### config.mk
export PLATFORM = sky130hd
export DESIGN_NAME = p0_capture_fifo
export DESIGN_NICKNAME = d
export VERILOG_FILES = /design/src/rtl/p0_capture_fifo.sv
export SDC_FILE = /design/constraint.sdc
export NUM_CORES = 1
export LEC_CHECK = 0
export CAP_MARGIN = 25
export CORE_MARGIN = 2
export CORE_UTILIZATION = 35
export DETAILED_ROUTE_END_ITERATION = 6
export SLEW_MARGIN = 20
export SYNTH_ARGS = -nofsm -noshare
export SYNTH_HDL_FRONTEND = slang
export SYNTH_SLANG_ARGS = --single-unit
### constraint.sdc
create_clock -name clk -period 4.23 [get_ports clk]
set_clock_uncertainty 0.2 [all_clocks]
set_input_delay 1.269 -clock clk [delete_from_list [all_inputs] [get_ports clk]]
set_output_delay 1.269 -clock clk [all_outputs]
set_load 0.1 [all_outputs]
### src/rtl/p0_capture_fifo.sv
// ---------------------------------------------------------------------------
// p0_capture_fifo
//
// Purpose:
//   Watches the microcontroller's 16-bit port-0 output. Every time the value
//   changes, the new value is queued in a small first-word-fall-through FIFO.
//   A slow sink drains the FIFO over a valid/ready handshake, so it never
//   misses a port-0 update unless the queue is already full.
//
// Ports:
//   clk         in   1         system clock, rising edge
//   rst         in   1         synchronous active-high reset
//   p0_data_in  in   DATA_W    port-0 value being monitored
//   out_data    out  DATA_W    head-of-queue value (0 when empty)
//   out_valid   out  1         queue not empty
//   out_ready   in   1         sink takes the head this cycle
//   count       out  ADDR_W+1  occupancy, 0..DEPTH
//   full        out  1         count == DEPTH
//   overflow    out  1         sticky: a change was dropped while full
//   ovf_clr     in   1         clears overflow (a same-edge drop wins)
//   drop_count  out  16        only with P0_DROP_CNT_EN: saturating drop tally
//
// Configuration:
//   `define P0_DROP_CNT_EN to add the drop_count output and its counter.
// ---------------------------------------------------------------------------
module p0_capture_fifo #(
    parameter int DATA_W = 16,
    parameter int DEPTH  = 8,
    parameter int ADDR_W = 3
) (
    input  logic              clk,
    input  logic              rst,
    input  logic [DATA_W-1:0] p0_data_in,
    output logic [DATA_W-1:0] out_data,
    output logic              out_valid,
    input  logic              out_ready,
    output logic [ADDR_W:0]   count,
    output logic              full,
    output logic              overflow,
`ifdef P0_DROP_CNT_EN
    output logic [15:0]       drop_count,
`endif
    input  logic              ovf_clr
);

    localparam logic [ADDR_W:0] DepthVal = (ADDR_W + 1)'(DEPTH);

    logic [DATA_W-1:0] mem [DEPTH];

    logic [ADDR_W-1:0] wrPtr_q, wrPtr_d;
    logic [ADDR_W-1:0] rdPtr_q, rdPtr_d;
    logic [ADDR_W:0]   count_q, count_d;
    logic              overflow_q, overflow_d;
    logic [DATA_W-1:0] prev_q, prev_d;
    logic              baseVld_q, baseVld_d;

    logic push;
    logic pop;
    logic writeEn;
    logic drop;

    // Handshake and change detection. The first edge after reset only
    // captures a baseline value, so nothing can be pushed until baseVld_q.
    // When full, a push still succeeds if the head leaves on the same edge,
    // because that pop frees the slot being written.
    always_comb begin
        out_valid = (count_q != '0);
        full      = (count_q == DepthVal);
        out_data  = out_valid ? mem[rdPtr_q] : '0;
        count     = count_q;
        overflow  = overflow_q;
        push      = baseVld_q && (p0_data_in != prev_q);
        pop       = out_valid && out_ready;
        writeEn   = push && (!full || pop);
        drop      = push && full && !pop;
    end

    // Next-state computation for pointers, occupancy, the sticky overflow
    // flag and the change-detect history.
    always_comb begin
        wrPtr_d    = wrPtr_q;
        rdPtr_d    = rdPtr_q;
        count_d    = count_q;
        overflow_d = overflow_q;
        prev_d     = p0_data_in;
        baseVld_d  = 1'b1;

        if (writeEn) begin
            wrPtr_d = wrPtr_q + 1'b1;
        end
        if (pop) begin
            rdPtr_d = rdPtr_q + 1'b1;
        end

        if (writeEn && !pop) begin
            count_d = count_q + 1'b1;
        end else if (pop && !writeEn) begin
            count_d = count_q - 1'b1;
        end

        // A drop on the same edge as a clear leaves the flag set.
        if (drop) begin
            overflow_d = 1'b1;
        end else if (ovf_clr) begin
            overflow_d = 1'b0;
        end
    end

    // Control state registers; reset overrides every other activity.
    always_ff @(posedge clk) begin
        if (rst) begin
            wrPtr_q    <= '0;
            rdPtr_q    <= '0;
            count_q    <= '0;
            overflow_q <= 1'b0;
            prev_q     <= '0;
            baseVld_q  <= 1'b0;
        end else begin
            wrPtr_q    <= wrPtr_d;
            rdPtr_q    <= rdPtr_d;
            count_q    <= count_d;
            overflow_q <= overflow_d;
            prev_q     <= prev_d;
            baseVld_q  <= baseVld_d;
        end
    end

    // Storage array. Contents need no reset: out_data is forced to zero
    // whenever the queue is empty, so stale entries are never visible.
    always_ff @(posedge clk) begin
        if (!rst && writeEn) begin
            mem[wrPtr_q] <= p0_data_in;
        end
    end

`ifdef P0_DROP_CNT_EN
    logic [15:0] dropCount_q, dropCount_d;

    // Saturating drop tally. A clear on the same edge as a drop restarts the
    // count at one so that drop is not lost.
    always_comb begin
        dropCount_d = dropCount_q;
        if (ovf_clr) begin
            dropCount_d = drop ? 16'd1 : 16'd0;
        end else if (drop && dropCount_q != 16'hFFFF) begin
            dropCount_d = dropCount_q + 16'd1;
        end
    end

    // Drop counter register.
    always_ff @(posedge clk) begin
        if (rst) begin
            dropCount_q <= '0;
        end else begin
            dropCount_q <= dropCount_d;
        end
    end

    assign drop_count = dropCount_q;
`endif

endmodule
Yosys cells after proc, flatten, opt, wreduce, memory -nomap -nowiden:

Memories as Yosys holds them, arrays and structs flattened. A register that Yosys moved wholly into a read port is not among the register bits.
Cells that the tools add are included.

* add/subtract/negate cells: 4
* eq/ne operators: 2
* muxes and demuxes: 10
* reduce and logical (&&, ||, !) cells: 16

Operators by type and width (number)
* 16-bit 2-to-1 mux: 1
* 16-bit inequality test: 1
* 1-bit logical AND: 8
* 4-bit 2-to-1 mux: 2
* 3-bit by 1-bit adder with 3-bit output (second input constant): 2
* 3-bit 2-to-1 mux: 2
* 1-bit 2-to-1 mux: 5
* 4-bit by 1-bit adder with 4-bit output (second input constant): 1
* 4-bit == test (second input constant): 1
* 1-bit logical NOT: 4
* 2-bit nonzero test: 2
* 4-bit nonzero test: 1
* 4-bit by 1-bit subtractor with 4-bit output (second input constant): 1
* 1-bit logical OR: 1

* register bits after elaboration: 28
* bits in writable memories: 128
* input bits: 20
* memories: 1

Memories
* mem: depth 8, width 16, read ports 1, clocked after Yosys merged registers in 1, write ports 1, line 48 `logic [DATA_W-1:0] mem [DEPTH];`

Depth between registers and ports, before layout:

Gate-level depths: netlist of the first run.

* depth after elaboration: 8
* depth in mapped cells: 12

Worst setup path before layout of the first run:

No wires, ideal clock.

* path kind: input port to flip-flop
* from: input port p0_data_in[7]
* to: memory mem[2][0] (enable)
* setup time: 0.436 ns
* arrival time: 3.616 ns
* slack: -0.022 ns
* stages: 5
* path through: xnor2_1 > nand4_1 > nor4_4 > nor2_2 > nor4b_1

* word-level cells in the longest chain between the ends: 6

Ends and longest elaborated chain
* from (decl): line 33 `input logic [DATA_W-1:0] p0_data_in,`
* 16-bit inequality test: line 72 `push = baseVld_q && (p0_data_in != prev_q);`
* 1-bit logical AND: line 72
* 1-bit logical AND: line 74 `writeEn = push && (!full || pop);`
* 1-bit logical AND: line 131 `if (!rst && writeEn) begin`
* 1-bit 2-to-1 mux: line 131
* 1-bit 2-to-1 mux (implied by the code): line 132 `mem[wrPtr_q] <= p0_data_in;`
* to (decl): line 48

Every way passes these cells.

Worst setup path in the final report of the first run:

* from: input port p0_data_in[6]
* to: register count_q[3], in the netlist count[3]

* word-level cells in the longest chain between the ends: 6
* elaborated cells on any way between the ends: 8

Ends and longest elaborated chain
* 16-bit inequality test (*): line 72
* 1-bit logical AND (*): line 72
* 1-bit logical AND (*): line 74
* 1-bit logical NOT: line 97 `end else if (pop && !writeEn) begin`
* 1-bit logical AND: line 97
* 2-bit nonzero test (no source line)
* to (signal assigned): line 121 `count_q <= count_d;`
* to (decl): line 52 `logic [ADDR_W:0] count_q, count_d;`

Every way passes the cells marked *; elsewhere a longest branch is shown, timed or not.
A chain may end at the register's enable or synchronous reset.

==> results.json, run 1 <==
{
  "drive_gt1_share_pct": 29.40,
  "worst_slack_ps": 203.1,
  "die_w_microns": 137.1,
  "grt_pass1_vias": 3355,
  "setup_viol": 0,
  "grt_first_pass_wirelength_microns": 19550,
  "post_dp_cell_area_sq_um": 7271,
  "slowest_delay_ps": 650,
  "cp_top_family": "simple AND/OR/NAND/NOR gates",
  "chipHeight_microns": 137.1,
  "ys_ff_latch": 159,
  "tritoncts": "yes",
  "final_nets": 445,
  "drv_cap": 0,
  "grt_max_degree": 33,
  "post-cts-setup-buffers": 0,
  "dr_total_vias": 3149,
  "n_antenna_cell": 0,
  "slew-limit-headroom_pct": 35.46,
  "cts_max_path_buffers": 2,
  "fin_hold_ws_ps": 284.8,
  "overflow": 0,
  "p_per_area_nw_per_um2": 739.2,
  "ys_top_cells_by_area": "edfxtp_1 (62%), mux4_2 (12%), dfxtp_1 (10%)",
  "rsz0062_at_grt": "false",
  "hold_class": "reg -> reg",
  "dieArea_sq_um": 18800,
  "track_usage_pct": 14.61,
  "swShare_pct": 38.27,
  "vias_per_cell": 4.793,
  "internal_power_mw": 3.598,
  "insertion_delay_ps": 420,
  "crit_arrival_ps": 4180,
  "fmax_mhz": 248.3,
  "first_iter_violations": 306,
  "wire_per_inst_microns": 19.04,
  "syn_avg_cell_area_sq_um": 18.41,
  "combPwrFrac_pct": 42.3,
  "path_max_fanout": 10,
  "p_sw_mw": 2.231,
  "cts_root_buffer": "clkbuf_16",
  "totalWireLength_microns": 12510,
  "gp_congestion": 0.7656,
  "cts.sinks": 159,
  "cp.required_ps": 4380,
  "p_seq_share_pct": 31.6,
  "crit_buf_inv": 2,
  "drc": 0,
  "peakVddDrop_mv": 0.4100,
  "synth_cells": 337,
  "seq_area_frac_synth_pct": 71.96,
  "worstSetupStartpointType": "input port",
  "yosysTopAreaCell": "edfxtp_1",
  "top_level_ports": 43,
  "io_buffers": 42,
  "timing.rr.start": "count[0]",
  "antenna_found_initial": 0,
  "crit_path_start": "p0_data_in[6]",
  "core_area_sq_um": 17300,
  "path_class": "in -> reg",
  "start_util_pct": 35.87,
  "stdcell_area_sq_um": 7886,
  "critPathSlowestCell": "clkdlybuf4s50_1",
  "worstMarginPinSlew_ps": 965.1,
  "worstPathCellList": "clkdlybuf4s50_1 > xnor2_1 > nand4_1 > nor4_4 > nor2_2 > ha_1 > inv_1 > ha_1 > a21o_1 > a21oi_1 > xnor2_1 > or3_1 > a21oi_1",
  "dp_hpwl_microns": 7951,
  "synth_warnings": 0,
  "first_pass_iters": 4,
  "clock_power_share_pct": 26.1,
  "h-tree-depth": 4,
  "syn_nets": 363,
  "rows": 48,
  "postLayoutCoreUtil_pct": 45.59,
  "dp_slack_ps": -308.0,
  "drv_slew": 0,
  "end_kind": "register",
  "fin_crit_ps": 4027,
  "yosysTopAreaCellShare_pct": 61.96,
  "synth_area_sq_um": 6203,
  "yosys.cell_types.count": 37,
  "ant_nets": 0,
  "status": "completed",
  "leakagePower_nw": 2.696,
  "finalHoldViolCount": 0,
  "cts_resized": 0,
  "clk_pin_slew_ps": 60,
  "holdCritStartpoint": "rdPtr_q[1]",
  "synthToLayoutAreaGrowth_pct": 27.13,
  "cts_buffers": 17,
  "min_period_over_period_pct": 95.20,
  "cts_hold_repair.buffers": 0,
  "p_total_mw": 5.830
}
worst register-to-register path, stage by stage (launching register included):
cell     delay (ps)
dfxtp_1         400
nor4_4          270
buf_4           330
inv_1           140
nand2_1         150
ha_1            190
inv_1            60
ha_1            260
a21o_1          170
a21oi_1         170
xnor2_1         100
or3_1           310
a21oi_1         140
path summary, 6_finish.rpt:
path / depth (start not counted) / slack (ps) / endpoint
setup / recovery: 13 / 200 / count[3]
hold / removal: 2 / 280 / rdPtr_q[1]
hold reg to reg: 2 / 280 / rdPtr_q[1]
setup reg to reg: 12 / 1270 / count[3]
cell type report:
cell class	instances	area, sq um
Timing Repair Buffer	77	835.8
Clock buffer	27	523.0
Inverter	4	15.01
Tap cell	225	281.5
Multi-Input combinational cell	160	1688
Fill cell	1496	9410
Clock inverter	5	77.57
Sequential cell	159	4466
power groups by stage:
stage               clock network, mW  registers (mW)  logic, mW
global route                     1.62            1.86       2.58
detailed placement                  0            1.88       2.50
CTS                              1.55            1.85       2.50
floorplan                           0            1.97       1.57
global placement                    0            1.88       2.48
finish                           1.52            1.84       2.47
metal layers:
layer	global-route usage, %	vias to the layer above	wire length (microns)
met3	2.704	15	384
met5	0	-	0
met4	6.071	0	223
met2	25.18	54	6683
li1	-	1470	-
met1	18.06	1610	5219
cells in the mapped netlist (all sizes together):
cell type and instances:
nand2 7, nand3b 1, nand4 4, or3b 1, xor2 3, and4b 2, a21o 1, o21bai 1
and2 1, a21oi 5, and4bb 1, mux2 1, fa 1, and4 2, mux2i 18, nor4b 2
dfxtp 31, ha 5, edfxtp 128, clkbuf 5, nand3 3, nor2b 16, inv 4, nor4 3
o21ai 1, or3 1, mux4 32, buf 9, nand2b 1, and3 1, nor3 1, xnor2 18
nor2 27
cell families (layout without fill, tap and decap cells):
logic type / count (synthesis) / after routing / share of synthesized area (%)
fa+ha+maj: 6 / 6 / 1.331
mux: 51 / 51 / 14.70
flops: 159 / 159 / 71.96
simple gates: 74 / 74 / 7.019
buf+inv: 18 / 113 / 1.291
xor+xnor: 21 / 21 / 2.965
compound gates: 8 / 8 / 0.7260
registers in the layout (all words and copies together) (netlist names), named ones only:
signal     cells
mem          128
prev_q        16
count          4
rdPtr_q        3
wrPtr_q        3
baseVld_q      1
overflow       1
metrics by stage:
stage / std cells / setup TNS (ps)
after floorplan: 337 / -55.68
after global placement: 625 / -391.0
after detailed placement: 625 / -396.7
after CTS: 657 / 0
after global routing: 657 / 0
final: 657 / 0
layout by cell type (no fill, tap or decap), drive strengths merged, types with 3 or more instances in the layout:
cell type	synthesis	final
mux2i	18	18
nor4	3	3
inv	4	4
edfxtp	128	128
buf	9	57
xor2	3	3
ha	5	5
nand4	4	4
dfxtp	31	31
nand3	3	3
mux4	32	32
nand2	7	7
nor2b	16	16
nor2	27	27
clkdlybuf4s50	0	17
dlymetal6s2s	0	3
a21oi	5	5
xnor2	18	18
clkbuf	5	27
No activity file was read; power rests on OpenSTA's default activity.
==> run 2: changes to the inputs <==
- CORE_UTILIZATION: 35 -> 40
- CTS_CLUSTER_DIAMETER: not set -> 30
==> results.json, run 2 (same netlist as run 1, synthesis figures left out) <==
{
  "path_class": "in -> reg",
  "fmax_mhz": 253.9,
  "cts_max_path_buffers": 2,
  "totalWireLength_microns": 12920,
  "peakVddDrop_mv": 0.4376,
  "io_buffers": 42,
  "min_period_over_period_pct": 93.09,
  "antenna_found_initial": 0,
  "final_nets": 450,
  "first_iter_violations": 288,
  "clk_pin_slew_ps": 60,
  "critPathSlowestCell": "clkdlybuf4s50_1",
  "setup_tns_ps": 0,
  "cts.sinks": 159,
  "tritoncts": "yes",
  "rows": 45,
  "drc": 0,
  "insertion_delay_ps": 420,
  "largest_reg_flops": 128,
  "cp.required_ps": 4380,
  "top_level_ports": 43,
  "reg2reg_slack_ps": 970,
  "chipHeight_microns": 128.5,
  "worstPathCellList": "clkdlybuf4s50_1 > xnor2_1 > nand4_1 > nor4_4 > nor2_2 > ha_1 > inv_1 > ha_1 > a21o_1 > a21oi_1 > xnor2_1 > or3_1 > a21oi_1",
  "stdcell_area_sq_um": 7869,
  "dr_total_vias": 3242,
  "start_util_pct": 40.81,
  "first_pass_iters": 4,
  "crit_buf_inv": 2,
  "hold_class": "reg -> reg",
  "finalHoldViolCount": 0,
  "die_w_microns": 128.5,
  "crit_arrival_ps": 4090,
  "vias_per_cell": 5.187,
  "grt_max_degree": 28,
  "final_cell_mix": "edfxtp_1 (128), buf_4 (44), mux4_2 (32), dfxtp_1 (30), nor2_1 (25)",
  "core_area_sq_um": 15200,
  "highest_layer": "met4",
  "setup_viol": 0,
  "drive_gt1_share_pct": 30.66,
  "worstRegToRegCells": 11,
  "timing.rr.start": "count[0]",
  "synthToLayoutAreaGrowth_pct": 26.85,
  "p_per_area_nw_per_um2": 743.2,
  "layout.cells.most_common": "edfxtp_1",
  "rsz0062_at_grt": "false",
  "worstSetupStartpointType": "input port",
  "slew-limit-headroom_pct": 35.81,
  "grt_first_pass_wirelength_microns": 20110,
  "grt_pass1_vias": 3490,
  "ant_nets": 0,
  "cp-endpoint": "count[3]",
  "drv_cap": 0,
  "dpl.cell_count": 593,
  "critical_path_cell_count": 13,
  "track_usage_pct": 17.04,
  "dp_hpwl_microns": 8424,
  "h-tree-depth": 4,
  "cts_buffers": 17,
  "wire_per_inst_microns": 20.68,
  "wl_met1_microns": 5448,
  "leakagePower_nw": 2.698,
  "end_kind": "register",
  "wl_met3_microns": 484,
  "fin_crit_ps": 3938,
  "status": "completed",
  "slowest_delay_ps": 450,
  "cts_hold_repair.buffers": 0,
  "largest-register": "mem",
  "crit_path_start": "p0_data_in[7]",
  "post_dp_cell_area_sq_um": 7272,
  "fin_cells": 625,
  "rr_endpoint": "count[3]",
  "n_antenna_cell": 0,
  "overflow": 0,
  "worstMarginPinSlew_ps": 959.8,
  "cp_top_family": "simple AND/OR/NAND/NOR gates",
  "gp_congestion": 0.7453,
  "wl_met2_microns": 6753,
  "dieArea_sq_um": 16520,
  "drv_slew": 0,
  "cts_root_buffer": "clkbuf_16",
  "path_max_fanout": 2
}
[run 2: layout make-up]
class	instances	area, sq um
clock buffer	17	425.4
multi-input combinational	160	1680
tap	188	235.2
inverter	4	15.01
timing repair buffer	82	878.3
sequential	159	4466
clock inverter	15	168.9
fill	1232	7333
[run 2: per-layer routing]
metal,track usage (%),up-vias
met3,3.410,23
met5,0,-
met4,6.777,0
li1,-,1482
met1,21.08,1669
met2,29.63,68
[run 2: worst register-to-register path: stages, from the launching register on]
cell and delay, ps:
dfxtp_1 400, nor4_4 760, inv_1 200, nand2_1 190
ha_1 190, inv_1 60, ha_1 280, a21o_1 180
a21oi_1 190, xnor2_1 90, or3_1 310, a21oi_1 150
[run 2: repair_timing]
item                                   4_1_cts  5_1_grt
setup endpoints to repair                    0        1
endpoints found under the hold margin        0        0
setup buffers                                0        0
resized for setup                            0        1
[run 2: metrics by stage]
stage | worst slack (ps) | hold WS, ps | utilization, % | power [mW]
final | 292.2 | 266.4 | 51.76 | 5.848
after global routing | 48.03 | 309.3 | 51.76 | 6.057
after CTS | 169.4 | 272.4 | 51.74 | 5.906
after detailed placement | -235.8 | 264.1 | 47.84 | 4.378
after global placement | -119.6 | 260.4 | 47.80 | 4.361
after floorplan | -5.568 | 254.1 | - | 3.540
[run 2: report_power, final]
| group | leakage, nW | internal, mW | switching, mW |
|---|---|---|---|
| clock network | 0.291 | 0.924 | 0.603 |
| logic | 0.994 | 0.886 | 1.58 |
| registers | 1.41 | 1.76 | 0.0959 |
| total | 2.70 | 3.57 | 2.28 |
[run 2: worst min path at each step]
stage | startpoint | to | slack, ps | cells after the start
2_1_floorplan | rdPtr_q[1] | register | 250 | 2
3_3_place_gp | overflow | overflow | 260 | 2
3_5_place_dp | overflow | overflow | 260 | 2
4_1_cts | overflow | overflow | 270 | 2
5_1_grt | overflow | overflow | 310 | 2
6_report | overflow | overflow | 270 | 2
==> run 3: changes to the inputs <==
- CORE_UTILIZATION: 40 -> 52
- PLACE_DENSITY: not set -> 0.75
==> results.json, run 3 (same netlist as run 1, synthesis figures left out) <==
{
  "overflow": 0,
  "n_antenna_cell": 0,
  "cts_buffers": 17,
  "first_iter_violations": 280,
  "status": "complete, but fails checks",
  "setup_viol": 0,
  "cts_resized": 0,
  "die_w_microns": 113.2,
  "vias_per_cell": 5.604,
  "largest_reg_flops": 128,
  "setup_tns_ps": 0,
  "synthToLayoutAreaGrowth_pct": 24.71,
  "timing.rr.start": "count[3]",
  "violations": "DRC",
  "path_class": "in -> reg",
  "wire_per_inst_microns": 21.08,
  "holdCritStartpoint": "overflow",
  "cts_max_path_buffers": 2,
  "p_total_mw": 5.775,
  "drive_gt1_share_pct": 27.40,
  "first_pass_iters": 7,
  "cts_root_buffer": "clkbuf_16",
  "ant_nets": 0,
  "fin_crit_ps": 4036,
  "path_max_fanout": 10,
  "leakagePower_nw": 2.626,
  "hold_depth": 2,
  "dp_hpwl_microns": 7239,
  "clk_pin_slew_ps": 60,
  "chipHeight_microns": 113.2,
  "antenna_found_initial": 0,
  "insertion_delay_ps": 410,
  "gp_congestion": 0.7410,
  "whs_endpoint": "overflow",
  "cp.required_ps": 4360,
  "grt_pass1_vias": 3354,
  "top_level_ports": 43,
  "finalHoldViolCount": 0,
  "dieArea_sq_um": 12820,
  "dr_total_vias": 3194,
  "final_cell_mix": "edfxtp_1 (128), buf_4 (33), mux4_2 (32), dfxtp_1 (30), nor2_1 (25)",
  "grt_first_pass_wirelength_microns": 18660,
  "largest-register": "mem",
  "grt_max_degree": 33,
  "worstMarginPinSlew_ps": 961.2,
  "track_usage_pct": 20.14,
  "totalWireLength_microns": 12010,
  "tritoncts": "yes",
  "crit_arrival_ps": 4170,
  "end_kind": "register",
  "worstSetupStartpointType": "input port",
  "layout.cells.most_common": "edfxtp_1",
  "drv_cap": 0,
  "drc": 1,
  "cts_hold_repair.buffers": 0,
  "h-tree-depth": 4,
  "p_per_area_nw_per_um2": 746.4,
  "cts.sinks": 159,
  "post-cts-setup-buffers": 0,
  "worstRegToRegCells": 11,
  "core_area_sq_um": 11520,
  "rows": 39,
  "drv_slew": 0,
  "min_period_over_period_pct": 95.40,
  "fin_hold_ws_ps": 277.5,
  "fmax_mhz": 247.8,
  "io_buffers": 42,
  "reg2reg_slack_ps": 1080,
  "hold_class": "reg -> reg",
  "slew-limit-headroom_pct": 35.72,
  "peakVddDrop_mv": 0.4873,
  "rsz0062_at_grt": "false",
  "rr_endpoint": "count[3]",
  "final_nets": 440,
  "start_util_pct": 53.87
}
==> run 3: routing by layer <==
metal,up-vias,track usage [%],wire length (microns),share of wire [%]
met3,10,5.088,898,7.5
met2,114,32.65,6225,52
met5,-,0,0,0
met4,0,7.073,133,1.1
li1,1460,-,-,-
met1,1610,26.86,4755,40
==> run 3: area by class of cell <==
| class | count | area, sq um |
|---|---|---|
| Fill cell | 760 | 3780 |
| Sequential cell | 159 | 4466 |
| Multi-Input combinational cell | 160 | 1680 |
| Inverter | 4 | 15.01 |
| Clock buffer | 23 | 447.9 |
| Clock inverter | 9 | 120.1 |
| Timing Repair Buffer | 72 | 828.3 |
| Tap cell | 143 | 178.9 |
==> run 3: power breakdown <==
group | internal [mW] | leakage, nW | switching, mW
logic | 0.881 | 0.939 | 1.60
clock network | 0.921 | 0.274 | 0.548
registers | 1.76 | 1.41 | 0.0646
==> run 3: worst max-delay path by stage <==
stage	startpoint	end	slack (ps)	cells after the start
after detailed placement	p0_data_in[13]	count[3]	-240	13
after floorplan	count[0]	out_data[10]	-6	3
after global placement	p0_data_in[8]	count[3]	-170	13
final	p0_data_in[13]	count[3]	190	13
after CTS	p0_data_in[8]	count[3]	180	13
after global routing	p0_data_in[8]	count[3]	6	13
==> run 3: critical path: stages <==
cell             delay (ps)
clkdlybuf4s50_1         660
xnor2_1                 190
nand4_1                 180
nor4_4                  390
nor2_2                  100
ha_1                    200
inv_1                    80
ha_1                    220
a21o_1                  170
a21oi_1                 160
xnor2_1                  90
or3_1                   310
a21oi_1                 150
==> run 3: per-stage QoR <==
step / setup WS [ps] / cell area, sq um / std cells / util (%)
2_1_floorplan: -5.568 / 6210 / 337 / -
3_3_place_gp: -165.2 / 7168 / 538 / 62.24
3_5_place_dp: -240.8 / 7168 / 538 / 62.24
4_1_cts: 183.2 / 7736 / 570 / 67.18
5_1_grt: 5.977 / 7736 / 570 / 67.18
6_report: 194.4 / 7736 / 570 / 67.18
